File: config.mk
export PLATFORM = sky130hd
export DESIGN_NAME = pipe_wb_stage
export DESIGN_NICKNAME = d
export VERILOG_FILES = /design/src/rtl/pipe_pkg.sv /design/src/rtl/pipe_skid_buf.sv /design/src/rtl/pipe_wb_stage.sv
export SDC_FILE = /design/constraint.sdc
export NUM_CORES = 1
export LEC_CHECK = 0
export ABC_CLOCK_PERIOD_IN_PS = 6150
export BUFFER_PORTS_ARGS = -buffer_cell sky130_fd_sc_hd__buf_4
export CAP_MARGIN = 20
export CORE_UTILIZATION = 53
export CTS_BUF_LIST = sky130_fd_sc_hd__clkbuf_4 sky130_fd_sc_hd__clkbuf_8 sky130_fd_sc_hd__clkbuf_16
export DETAILED_ROUTE_END_ITERATION = 16
export HOLD_SLACK_MARGIN = 0.08
export PLACE_DENSITY_LB_ADDON = 0.12
export SYNTH_ARGS = -nofsm -noshare
export SYNTH_HDL_FRONTEND = slang
export SYNTH_SLANG_ARGS = --single-unit
File: constraint.sdc
create_clock -name clk -period 6.15 [get_ports clk]
set_input_delay 0.615 -clock clk [delete_from_list [all_inputs] [get_ports clk]]
set_output_delay 0.615 -clock clk [all_outputs]
set_load 0.05 [all_outputs]
File: src/rtl/pipe_pkg.sv
// Shared definitions for the pipeline stage slice.
//   result_src_e       : writeback result select encoding (2'b11 selects zero)
//   XlenDefault        : default datapath width
//   RegAddrWDefault    : default register index width
package pipe_pkg;

  localparam int unsigned XlenDefault     = 32;
  localparam int unsigned RegAddrWDefault = 5;

  typedef enum logic [1:0] {
    RESULT_ALU = 2'b00,
    RESULT_MEM = 2'b01,
    RESULT_PC4 = 2'b10
  } result_src_e;

endpackage

File: src/rtl/pipe_skid_buf.sv
// One-entry holding register with a valid flag.
// Ports:
//   clk, reset  : clock, asynchronous active-high reset
//   flush_i     : synchronous clear of the held entry
//   load_i      : capture data_i (takes priority over unload_i)
//   unload_i    : release the held entry
//   data_i      : entry to capture
//   data_o      : held entry
//   valid_o     : held entry is valid
module pipe_skid_buf #(
  parameter int unsigned WIDTH = 8
) (
  input  logic             clk,
  input  logic             reset,
  input  logic             flush_i,
  input  logic             load_i,
  input  logic             unload_i,
  input  logic [WIDTH-1:0] data_i,
  output logic [WIDTH-1:0] data_o,
  output logic             valid_o
);

  logic             valid_q, valid_d;
  logic [WIDTH-1:0] data_q, data_d;

  always_comb begin
    valid_d = valid_q;
    data_d  = data_q;
    if (flush_i) begin
      valid_d = 1'b0;
    end else if (load_i) begin
      valid_d = 1'b1;
      data_d  = data_i;
    end else if (unload_i) begin
      valid_d = 1'b0;
    end
  end

  always_ff @(posedge clk or posedge reset) begin
    if (reset) begin
      valid_q <= 1'b0;
      data_q  <= '0;
    end else begin
      valid_q <= valid_d;
      data_q  <= data_d;
    end
  end

  assign data_o  = data_q;
  assign valid_o = valid_q;

endmodule

File: src/rtl/pipe_wb_stage.sv
// Elastic MEM/WB pipeline stage: registers the memory-stage bundle under a valid/ready
// handshake, selects the writeback value and qualifies the register-file write enable.
// Build option: define PIPE_WB_SKID_EN to add a second (skid) entry so that ready_m is a
// pure register output; otherwise a single entry with ready_m = !valid_w || ready_w.
// Ports:
//   clk, reset          : clock, asynchronous active-high reset
//   flush               : synchronous kill of all held entries (incoming entry dropped)
//   valid_m / ready_m   : upstream handshake
//   read_data_m, alu_result_m, pc_plus_4m, result_src_m, reg_write_m, rd_m : entry payload
//   valid_w / ready_w   : downstream handshake
//   result_w            : selected writeback value
//   reg_write_w         : write enable, suppressed for x0 and when idle
//   rd_w                : destination register
//   retire_count        : count of output handshakes, wraps, cleared only by reset
module pipe_wb_stage
  import pipe_pkg::*;
#(
  parameter int unsigned XLEN       = XlenDefault,
  parameter int unsigned REG_ADDR_W = RegAddrWDefault
) (
  input  logic                  clk,
  input  logic                  reset,
  input  logic                  flush,
  input  logic                  valid_m,
  output logic                  ready_m,
  input  logic [XLEN-1:0]       read_data_m,
  input  logic [XLEN-1:0]       alu_result_m,
  input  logic [XLEN-1:0]       pc_plus_4m,
  input  logic [1:0]            result_src_m,
  input  logic                  reg_write_m,
  input  logic [REG_ADDR_W-1:0] rd_m,
  output logic                  valid_w,
  input  logic                  ready_w,
  output logic [XLEN-1:0]       result_w,
  output logic                  reg_write_w,
  output logic [REG_ADDR_W-1:0] rd_w,
  output logic [63:0]           retire_count
);

  typedef struct packed {
    logic [XLEN-1:0]       read_data;
    logic [XLEN-1:0]       alu_result;
    logic [XLEN-1:0]       pc_plus_4;
    logic [1:0]            result_src;
    logic                  reg_write;
    logic [REG_ADDR_W-1:0] rd;
  } payload_t;

  localparam int unsigned PayloadW = $bits(payload_t);

  payload_t    in_pl;
  payload_t    out_q, out_d;
  logic        out_valid_q, out_valid_d;
  logic [63:0] retire_count_q, retire_count_d;
  logic        accept, pop;

  always_comb begin
    in_pl            = '0;
    in_pl.read_data  = read_data_m;
    in_pl.alu_result = alu_result_m;
    in_pl.pc_plus_4  = pc_plus_4m;
    in_pl.result_src = result_src_m;
    in_pl.reg_write  = reg_write_m;
    in_pl.rd         = rd_m;
  end

  // A flush cycle neither accepts nor retires.
  assign accept = valid_m && ready_m && !flush;
  assign pop    = out_valid_q && ready_w && !flush;

`ifdef PIPE_WB_SKID_EN
  logic                skid_valid, skid_load, skid_unload;
  logic [PayloadW-1:0] skid_data_raw;
  payload_t            skid_data;

  // ready_m depends only on the skid register, so no ready_w -> ready_m path exists.
  assign ready_m     = !skid_valid;
  // Output occupied and stalled: the new entry parks in the skid register.
  assign skid_load   = accept && out_valid_q && !ready_w;
  assign skid_unload = pop && skid_valid;
  assign skid_data   = payload_t'(skid_data_raw);

  pipe_skid_buf #(
    .WIDTH(PayloadW)
  ) u_skid (
    .clk      (clk),
    .reset    (reset),
    .flush_i  (flush),
    .load_i   (skid_load),
    .unload_i (skid_unload),
    .data_i   (in_pl),
    .data_o   (skid_data_raw),
    .valid_o  (skid_valid)
  );

  always_comb begin
    out_valid_d = out_valid_q;
    out_d       = out_q;
    if (flush) begin
      out_valid_d = 1'b0;
    end else if (skid_unload) begin
      // Skid is older than anything upstream; ready_m was low so nothing was accepted.
      out_valid_d = 1'b1;
      out_d       = skid_data;
    end else if (accept && !skid_load) begin
      out_valid_d = 1'b1;
      out_d       = in_pl;
    end else if (pop) begin
      out_valid_d = 1'b0;
    end
  end
`else
  assign ready_m = !out_valid_q || ready_w;

  always_comb begin
    out_valid_d = out_valid_q;
    out_d       = out_q;
    if (flush) begin
      out_valid_d = 1'b0;
    end else if (accept) begin
      // Covers consume-and-accept in the same edge without a bubble.
      out_valid_d = 1'b1;
      out_d       = in_pl;
    end else if (pop) begin
      out_valid_d = 1'b0;
    end
  end
`endif

  assign retire_count_d = retire_count_q + 64'(pop);

  always_ff @(posedge clk or posedge reset) begin
    if (reset) begin
      out_valid_q    <= 1'b0;
      out_q          <= '0;
      retire_count_q <= '0;
    end else begin
      out_valid_q    <= out_valid_d;
      out_q          <= out_d;
      retire_count_q <= retire_count_d;
    end
  end

  always_comb begin
    result_w = '0;
    case (out_q.result_src)
      RESULT_ALU: result_w = out_q.alu_result;
      RESULT_MEM: result_w = out_q.read_data;
      RESULT_PC4: result_w = out_q.pc_plus_4;
      default:    result_w = '0;
    endcase
  end

  assign valid_w      = out_valid_q;
  assign rd_w         = out_q.rd;
  assign reg_write_w  = out_valid_q && out_q.reg_write && (out_q.rd != '0);
  assign retire_count = retire_count_q;

endmodule
After elaboration in Yosys (flattened, before gate mapping)

Index checks and enable logic that the tools add are counted.

Memories kept: 0
Word-level logic and storage cells: 29
Input port bits: 109
Bits in writable memories: 0
Bits in latches: 0
ROM bits: 0
Bits in registers: 169

Divide/modulo/power cells: 0
Add/sub/neg operators: 1
Shift operators: 0
Reduce and logical (&&, ||, !) cells: 13
Magnitude comparators: 0
Eq/ne operators: 2
Bitwise operators: 1
Mux-type cells: 4
Multipliers: 0

Operator list:

| operator           | count |
|---|---|
| $pmux 32 s3        | 1 |
| $add 64x1->64      | 1 |
| $logic_and 1x1->1  | 6 |
| $reduce_bool 5->1  | 1 |
| $mux 1             | 3 |
| $reduce_bool 3->1  | 1 |
| $eq 2x1->1 const B | 1 |
| $eq 2x2->1 const B | 1 |
| $logic_not 1->1    | 2 |
| $logic_not 2->1    | 1 |
| $reduce_and 2->1   | 1 |
| $logic_or 1x1->1   | 1 |
| $not 1->1          | 1 |

Longest topological paths before layout

Gate-level depths: netlist (run 1).

Depth after elaboration: 6
Mapped depth: 10
Gate-level depth less buffers: 9

Worst setup path before layout (run 1)

No wires, ideal clock.

Path kind: register to output
From: reg out_q[7] (netlist name)
To: out result_w[11]
Stages on the path, launching flop included: 5
Path slack: 3.261 ns
Arrival time: 2.274 ns
Path through: dfrtp_1 -> clkbuf_1 -> buf_1 -> mux2i_1 -> o21ai_0

Longest elaborated chain between the ends: 2
Elaborated cells on any way between the ends: 4

Ends and longest elaborated chain:

| what                               | RTL line             | text |
|---|---|---|
| start: declaration                 | pipe_wb_stage.sv:52  | `payload_t out_q, out_d;` |
| start signal: assignment           | pipe_wb_stage.sv:139 | `out_q <= out_d;` |
| $eq 2x2->1 (tied with other cells) | pipe_wb_stage.sv:146 | `case (out_q.result_src)` |
| $pmux 32 s3 *                      | pipe_wb_stage.sv:146 |  |
| end: declaration                   | pipe_wb_stage.sv:34  | `output logic [XLEN-1:0] result_w,` |

Every way passes the cells marked *; elsewhere a longest branch is shown, timed or not.

Worst setup path in the final report (run 1)

From: reg out_q[6] (netlist name)
To: out result_w[25]

Same word-level chain as after synthesis.

==> flow_metrics.env, run 1 <==
export IMPL_outcome="complete, no violations"
export IMPL_grt_busiest_layer="met2"
export IMPL_synth_commonest_cells="dfrtp_1 (169), mux2_2 (104), nand2_1 (60)"
export IMPL_drt_total_wl_um=17400
export IMPL_start_util_pct=54.8
export IMPL_drive_above_1_share_pct=45.2
export IMPL_antenna_found_initial=0
export IMPL_yosys_top_cells_area="dfrtp_1 (55%), mux2_2 (15%), mux2i_1 (4.2%)"
export IMPL_startpoint="out_q[6]$_DFFE_PP0P_"
export IMPL_hp_class="in2async"
export IMPL_clk_pin_slew_worst_paths_ns=0.06
export IMPL_crit_cells=5
export IMPL_post_cts_resized=0
export IMPL_avgRoutedWirePerCell_um=17.2
export IMPL_cts_buffers=17
export IMPL_die_y_um=122
export IMPL_ys_types=36
export IMPL_ios=213
export IMPL_cts_hold_buf=0
export IMPL_yosysMostFrequentCell="dfrtp_1"
export IMPL_ys_seq_area_share_pct=55.1
export IMPL_grt_pass1_vias=5371
export IMPL_die_w_um=122
export IMPL_critPathMaxFanout=34
export IMPL_post_cts_setup_buffers=0
export IMPL_vias_per_cell=5.38
export IMPL_dp_hpwl_um=12400
export IMPL_synth_edf_count=0
export IMPL_cpMaxStageDelayCell="dfrtp_1"
export IMPL_route_detailed_drc=0
export IMPL_clock_latency_ns=0.42
export IMPL_layout_nets=934
export IMPL_arrival_ns=2.83
export IMPL_netlist_area_sq_mm=0.00767
export IMPL_ant_nets=0
export IMPL_rsz0062_at_grt="false"
export IMPL_cellPowerDensity_mw_per_mm2=317
export IMPL_gr_total_overflow=0
export IMPL_total_leakage_power_nw=4.79
export IMPL_critPathMaxStageDelay_ns=1.02
export IMPL_finalSetupViolCount=0
export IMPL_cts_max_path_buffers=2
export IMPL_crit_path_frequent_cell="buf_4"
export IMPL_finalSetupTns_ns=0
export IMPL_timing_rr_end="out_q[74]$_DFFE_PP0P_"
export IMPL_cts_tree="built"
export IMPL_tightest_slew_ns=1.04
export IMPL_gp_congestion=0.841
export IMPL_async_flop_share_pct=100
export IMPL_use_met1_pct=31.8
export IMPL_yosysTopAreaCell="dfrtp_1"
export IMPL_slew_violations=0
export IMPL_io_buffers=212
export IMPL_grt_usage_pct=24.2
export IMPL_worst_ir_drop_vdd_mv=0.201
export IMPL_h_tree_depth=4
export IMPL_max_clock_freq_mhz=290
export IMPL_gr_usage_met3_pct=6.09
export IMPL_path_cells="nor2b_2 -> buf_4 -> nand2_1 -> o21ai_0 -> buf_4"
export IMPL_r2r_cells=5
export IMPL_hold_slack_ns=0.343
export IMPL_dieArea_sq_mm=0.0150
export IMPL_cts_num_sinks=169
export IMPL_yosys_warnings=0
export IMPL_grt_max_degree=96
export IMPL_synth_ff_type="dfrtp_1"
export IMPL_worstSetupEndpointType="output pin"
export IMPL_critPathTopFamily="flip-flops"
export IMPL_area_growth_syn_to_layout_pct=30.1
export IMPL_relSlewSlack_pct=30.8
export IMPL_drv_cap=0
export IMPL_grt_pass1_wl_um=27400
export IMPL_use_met2_pct=38.2
export IMPL_syn_inst=616
export IMPL_worst_path_buf_inv=2
export IMPL_num_vias=5458
export IMPL_synth_top_area_share_pct=55.1
export IMPL_drt_pass1_iter_count=4
export IMPL_avgSynthCellArea_sq_um=12.5
export IMPL_cts_root_buf="clkbuf_16"
export IMPL_min_period_over_period_pct=56.0
export IMPL_timing_rr_start="valid_w$_DFFE_PP0P_"
export IMPL_worstSetupPathType="reg2out"
export IMPL_worst_ep_required_time_ns=5.53
export IMPL_clock_skew_ns=0.00762
export IMPL_syn_nets=727
export IMPL_diodes=0
export IMPL_finalHoldViolations=0
export IMPL_drt_initial_drc_count=246
export IMPL_row_count=43
export IMPL_cp_endpoint="result_w[25]"
export IMPL_ys_ff_latch=169
export IMPL_core_sq_mm=0.0140
export IMPL_cp_start_kind="register"
export IMPL_r2r_setup_slack_ns=3.49
export IMPL_period_needed_ns=3.44
-- worst min-delay path by stage --
stage,start,end,cells past startpoint
after floorplan,out_q[67]$_DFFE_PP0P_,out_q[67]$_DFFE_PP0P_,1
after global placement,retire_count[63]$_DFF_PP0_,retire_count[63]$_DFF_PP0_,1
after detailed placement,retire_count[63]$_DFF_PP0_,retire_count[63]$_DFF_PP0_,1
after CTS,flush,valid_w$_DFFE_PP0P_,2
after global routing,flush,valid_w$_DFFE_PP0P_,2
final,reset,retire_count[6]$_DFF_PP0_,2
-- through the flow --
step	utilization (%)	setup slack (ns)	total power [mW]	cell area [sq um]	instances
6_report	71.3	2.71	3.16	9980	1014
5_1_grt	71.3	2.54	3.29	9980	1014
4_1_cts	71.3	2.69	3.19	9980	1014
3_5_place_dp	67.2	3.14	2.13	9400	984
3_3_place_gp	67.2	3.27	2.11	9400	984
2_1_floorplan	-	0.960	1.88	7670	616
-- area by class of cell --
class                   instances  area [sq um]
multi-input cells             409          3270
repair buffers                217          1630
clock buffers                  21           455
flip-flops and latches        169          4230
well taps                     180           225
clock inverters                 9           126
inverters                       9          38.8
fillers                      1034          4010
-- cell usage in the layout (no fill, tap or decap), types with 5 or more instances in the layout --
cell type  synthesis  layout
and3_1             5       5
mux2_2           104     104
nand4_1           17      17
xor2_1            28      28
mux2i_1           32      32
clkbuf_16          0      17
nand3_1           24      24
buf_4              5     217
inv_1              9       8
dfrtp_1          169     168
nor4_2             5       5
xnor2_1           34      34
o21ai_0           32      32
nor2_1            29      29
nor3_1             7       7
nand2_1           60      60
-- report_power, final --
group	leakage (nW)	total [mW]	internal (mW)	switching [mW]
clock network	0.290	1.06	0.649	0.408
logic	2.39	0.769	0.300	0.470
registers	2.11	1.33	1.24	0.0898
total	4.79	3.16	2.19	0.967
-- per-layer routing --
layer	wire, um	part of all wire (%)
met2	8430	48
met5	0	0
met1	7400	43
met3	1140	6.5
met4	421	2.4
-- registers in the layout, summed over array words and instances (netlist names) --
name and flops:
valid_w 1, rd_w 5, out_q 99, retire_count 64
-- logic make-up (layout without fill, tap and decap cells) --
logic type / count (synthesis) / count (layout) / synth area share (%)
AO/OA/AOI/OAI: 33 / 33 / 2.22
XOR/XNOR: 62 / 62 / 7.08
adder cells (fa/ha/maj): 2 / 2 / 0.326
buffers and inverters: 38 / 256 / 2.32
flip-flops: 169 / 169 / 55.1
multiplexers: 136 / 136 / 19.4
AND/OR/NAND/NOR: 176 / 176 / 13.5
(Power assumes the default switching activity.)
==> run 2: changes to the inputs <==
--- a/config.mk
+++ b/config.mk
@@ -5,10 +5,10 @@
 export SDC_FILE = /design/constraint.sdc
 export NUM_CORES = 1
 export LEC_CHECK = 0
-export ABC_CLOCK_PERIOD_IN_PS = 6150
+export ABC_CLOCK_PERIOD_IN_PS = 3100
 export BUFFER_PORTS_ARGS = -buffer_cell sky130_fd_sc_hd__buf_4
 export CAP_MARGIN = 20
-export CORE_UTILIZATION = 53
+export CORE_UTILIZATION = 47
 export CTS_BUF_LIST = sky130_fd_sc_hd__clkbuf_4 sky130_fd_sc_hd__clkbuf_8 sky130_fd_sc_hd__clkbuf_16
 export DETAILED_ROUTE_END_ITERATION = 16
 export HOLD_SLACK_MARGIN = 0.08
==> constraint.sdc (replaced) <==
create_clock -name clk -period 3.1 [get_ports clk]
set_input_delay 0.31 -clock clk [delete_from_list [all_inputs] [get_ports clk]]
set_output_delay 0.31 -clock clk [all_outputs]
set_load 0.05 [all_outputs]
==> run 2 against run 1 <==
Against the previous run: total power is 110% higher; critical path depth is 5 higher; global-route usage is 2.2 points lower; hold slack worse by 0.22 ns; largest power group unchanged; clock power is 120% higher; critical endpoint is now retire_count[40]$_DFF_PP0_.
==> flow_metrics.env, run 2 (synthesized netlist as in run 1, its figures left out) <==
export IMPL_grt_pass1_vias=5626
export IMPL_num_vias=5434
export IMPL_period_needed_ns=2.57
export IMPL_clock_skew_ns=0.00938
export IMPL_cts_max_path_buffers=2
export IMPL_critPathMaxStageDelay_ns=0.55
export IMPL_worstSetupPathType="in2reg"
export IMPL_vias_per_cell=5.14
export IMPL_mostFrequentLayoutCell="buf_4"
export IMPL_gr_total_overflow=0
export IMPL_gp_congestion=0.827
export IMPL_grt_pass1_wl_um=28600
export IMPL_finalHoldViolations=0
export IMPL_finalSetupViolCount=0
export IMPL_largest_reg_flops=99
export IMPL_antenna_found_initial=0
export IMPL_cellPowerDensity_mw_per_mm2=637
export IMPL_rsz0062_at_grt="false"
export IMPL_core_sq_mm=0.0159
export IMPL_relSlewSlack_pct=40.1
export IMPL_min_period_over_period_pct=83.0
export IMPL_final_cells=1058
export IMPL_tightest_slew_ns=0.898
export IMPL_critPathMaxFanout=6
export IMPL_die_w_um=130
export IMPL_worst_ep_required_time_ns=3.40
export IMPL_cp_start_kind="primary input"
export IMPL_finalSetupTns_ns=0
export IMPL_ios=213
export IMPL_cpMaxStageDelayCell="dlygate4sd3_1"
export IMPL_final_cell_mix="buf_4 (219), dfrtp_1 (168), mux2_2 (104)"
export IMPL_post_cts_resized=0
export IMPL_ant_nets=0
export IMPL_drt_pass1_iter_count=5
export IMPL_worstSetupEndpointType="register"
export IMPL_drive_above_1_share_pct=45.6
export IMPL_grt_usage_pct=22.1
export IMPL_layout_nets=940
export IMPL_row_count=46
export IMPL_cts_root_buf="clkbuf_16"
export IMPL_clk_pin_slew_worst_paths_ns=0.06
export IMPL_slew_violations=0
export IMPL_top_register="out_q"
export IMPL_start_util_pct=48.3
export IMPL_io_buffers=212
export IMPL_hp_class="in2reg"
export IMPL_grt_max_degree=170
export IMPL_dp_cells=1025
export IMPL_crit_path_frequent_cell="ha_1"
export IMPL_nFillCells=1287
export IMPL_critPathTopFamily="simple AND/OR/NAND/NOR gates"
export IMPL_arrival_ns=2.87
export IMPL_worst_ir_drop_vdd_mv=0.458
export IMPL_drv_cap=0
export IMPL_avgRoutedWirePerCell_um=17.0
export IMPL_die_y_um=130
export IMPL_worst_path_buf_inv=2
export IMPL_area_growth_syn_to_layout_pct=32.6
export IMPL_diodes=0
export IMPL_outcome="complete, no violations"
export IMPL_route_detailed_drc=0
export IMPL_max_clock_freq_mhz=389
export IMPL_cts_buffers=17
export IMPL_clock_latency_ns=0.42
export IMPL_total_leakage_power_nw=4.84
export IMPL_path_cells="dlygate4sd3_1 -> buf_4 -> nor2_1 -> ha_1 -> ha_1 -> nand3_1 -> nor4_4 -> and3_4 -> nand4_1 -> xnor2_1"
export IMPL_cts_tree="built"
export IMPL_dieArea_sq_mm=0.0168
export IMPL_h_tree_depth=4
export IMPL_drt_total_wl_um=18000
export IMPL_cts_num_sinks=169
export IMPL_dp_hpwl_um=12700
export IMPL_drt_initial_drc_count=243
-- run 2: timing repair --
action | CTS | global route
setup buffers | 0 | 0
hold endpoints to repair | 1 | 0
hold buffers | 1 | 0
-- run 2: layout make-up --
type	count	area (sq um)	share of cell area, %
Multi-Input combinational cell	409	3270	32.2
Tap cell	216	270	2.66
Clock buffer	22	482	4.73
Timing Repair Buffer	223	1710	16.8
Sequential cell	169	4230	41.6
Clock inverter	10	166	1.64
Inverter	9	37.5	0.369
-- run 2: stage by stage --
stage	setup slack, ns	util (%)	power, mW	area [sq um]	hold WS [ns]
2_1_floorplan	0.516	-	3.72	7670	0.376
3_3_place_gp	0.725	59.9	4.20	9520	0.472
3_5_place_dp	0.633	59.9	4.25	9520	0.479
4_1_cts	0.521	64.0	6.55	10200	0.107
5_1_grt	0.353	64.0	6.75	10200	0.106
6_report	0.527	64.0	6.48	10200	0.124
-- run 2: power breakdown --
group / switching (mW) / internal (mW) / total (mW)
combinational: 0.968 / 0.609 / 1.58
sequential: 0.149 / 2.46 / 2.61
clock: 0.855 / 1.43 / 2.29
total: 1.97 / 4.51 / 6.48
-- run 2: worst register-to-register path: cells and delay by family, from the launching register on --
family / cells / cell delay [ns]
XOR/XNOR: 1 / 0.16
adder cells (fa/ha/maj): 2 / 0.42
flip-flops: 1 / 0.39
AND/OR/NAND/NOR: 6 / 1.37
-- run 2: worst paths after layout --
path	start	end	slack, ns	cells past startpoint
worst max register to register	valid_w$_DFFE_PP0P_	retire_count[40]$_DFF_PP0_	0.67	9
max in group asynchronous	reset	out_q[7]$_DFFE_PP0P_	2.26	3
worst min-delay path	read_data_m[20]	out_q[92]$_DFFE_PP0P_	0.12	2
worst max-delay path	flush	retire_count[40]$_DFF_PP0_	0.53	10
worst min register to register	retire_count[63]$_DFF_PP0_	retire_count[63]$_DFF_PP0_	0.48	1
min in group asynchronous	reset	rd_w[0]$_DFFE_PP0P_	0.16	3
-- run 2: per-layer routing --
layer	share of wire [%]	global-route usage [%]	up-vias
met4	1.8	8.82	0
met2	49	36.7	156
met1	43	27.9	2682
met5	0	0	-
met3	6.0	5.25	21
li1	-	-	2575
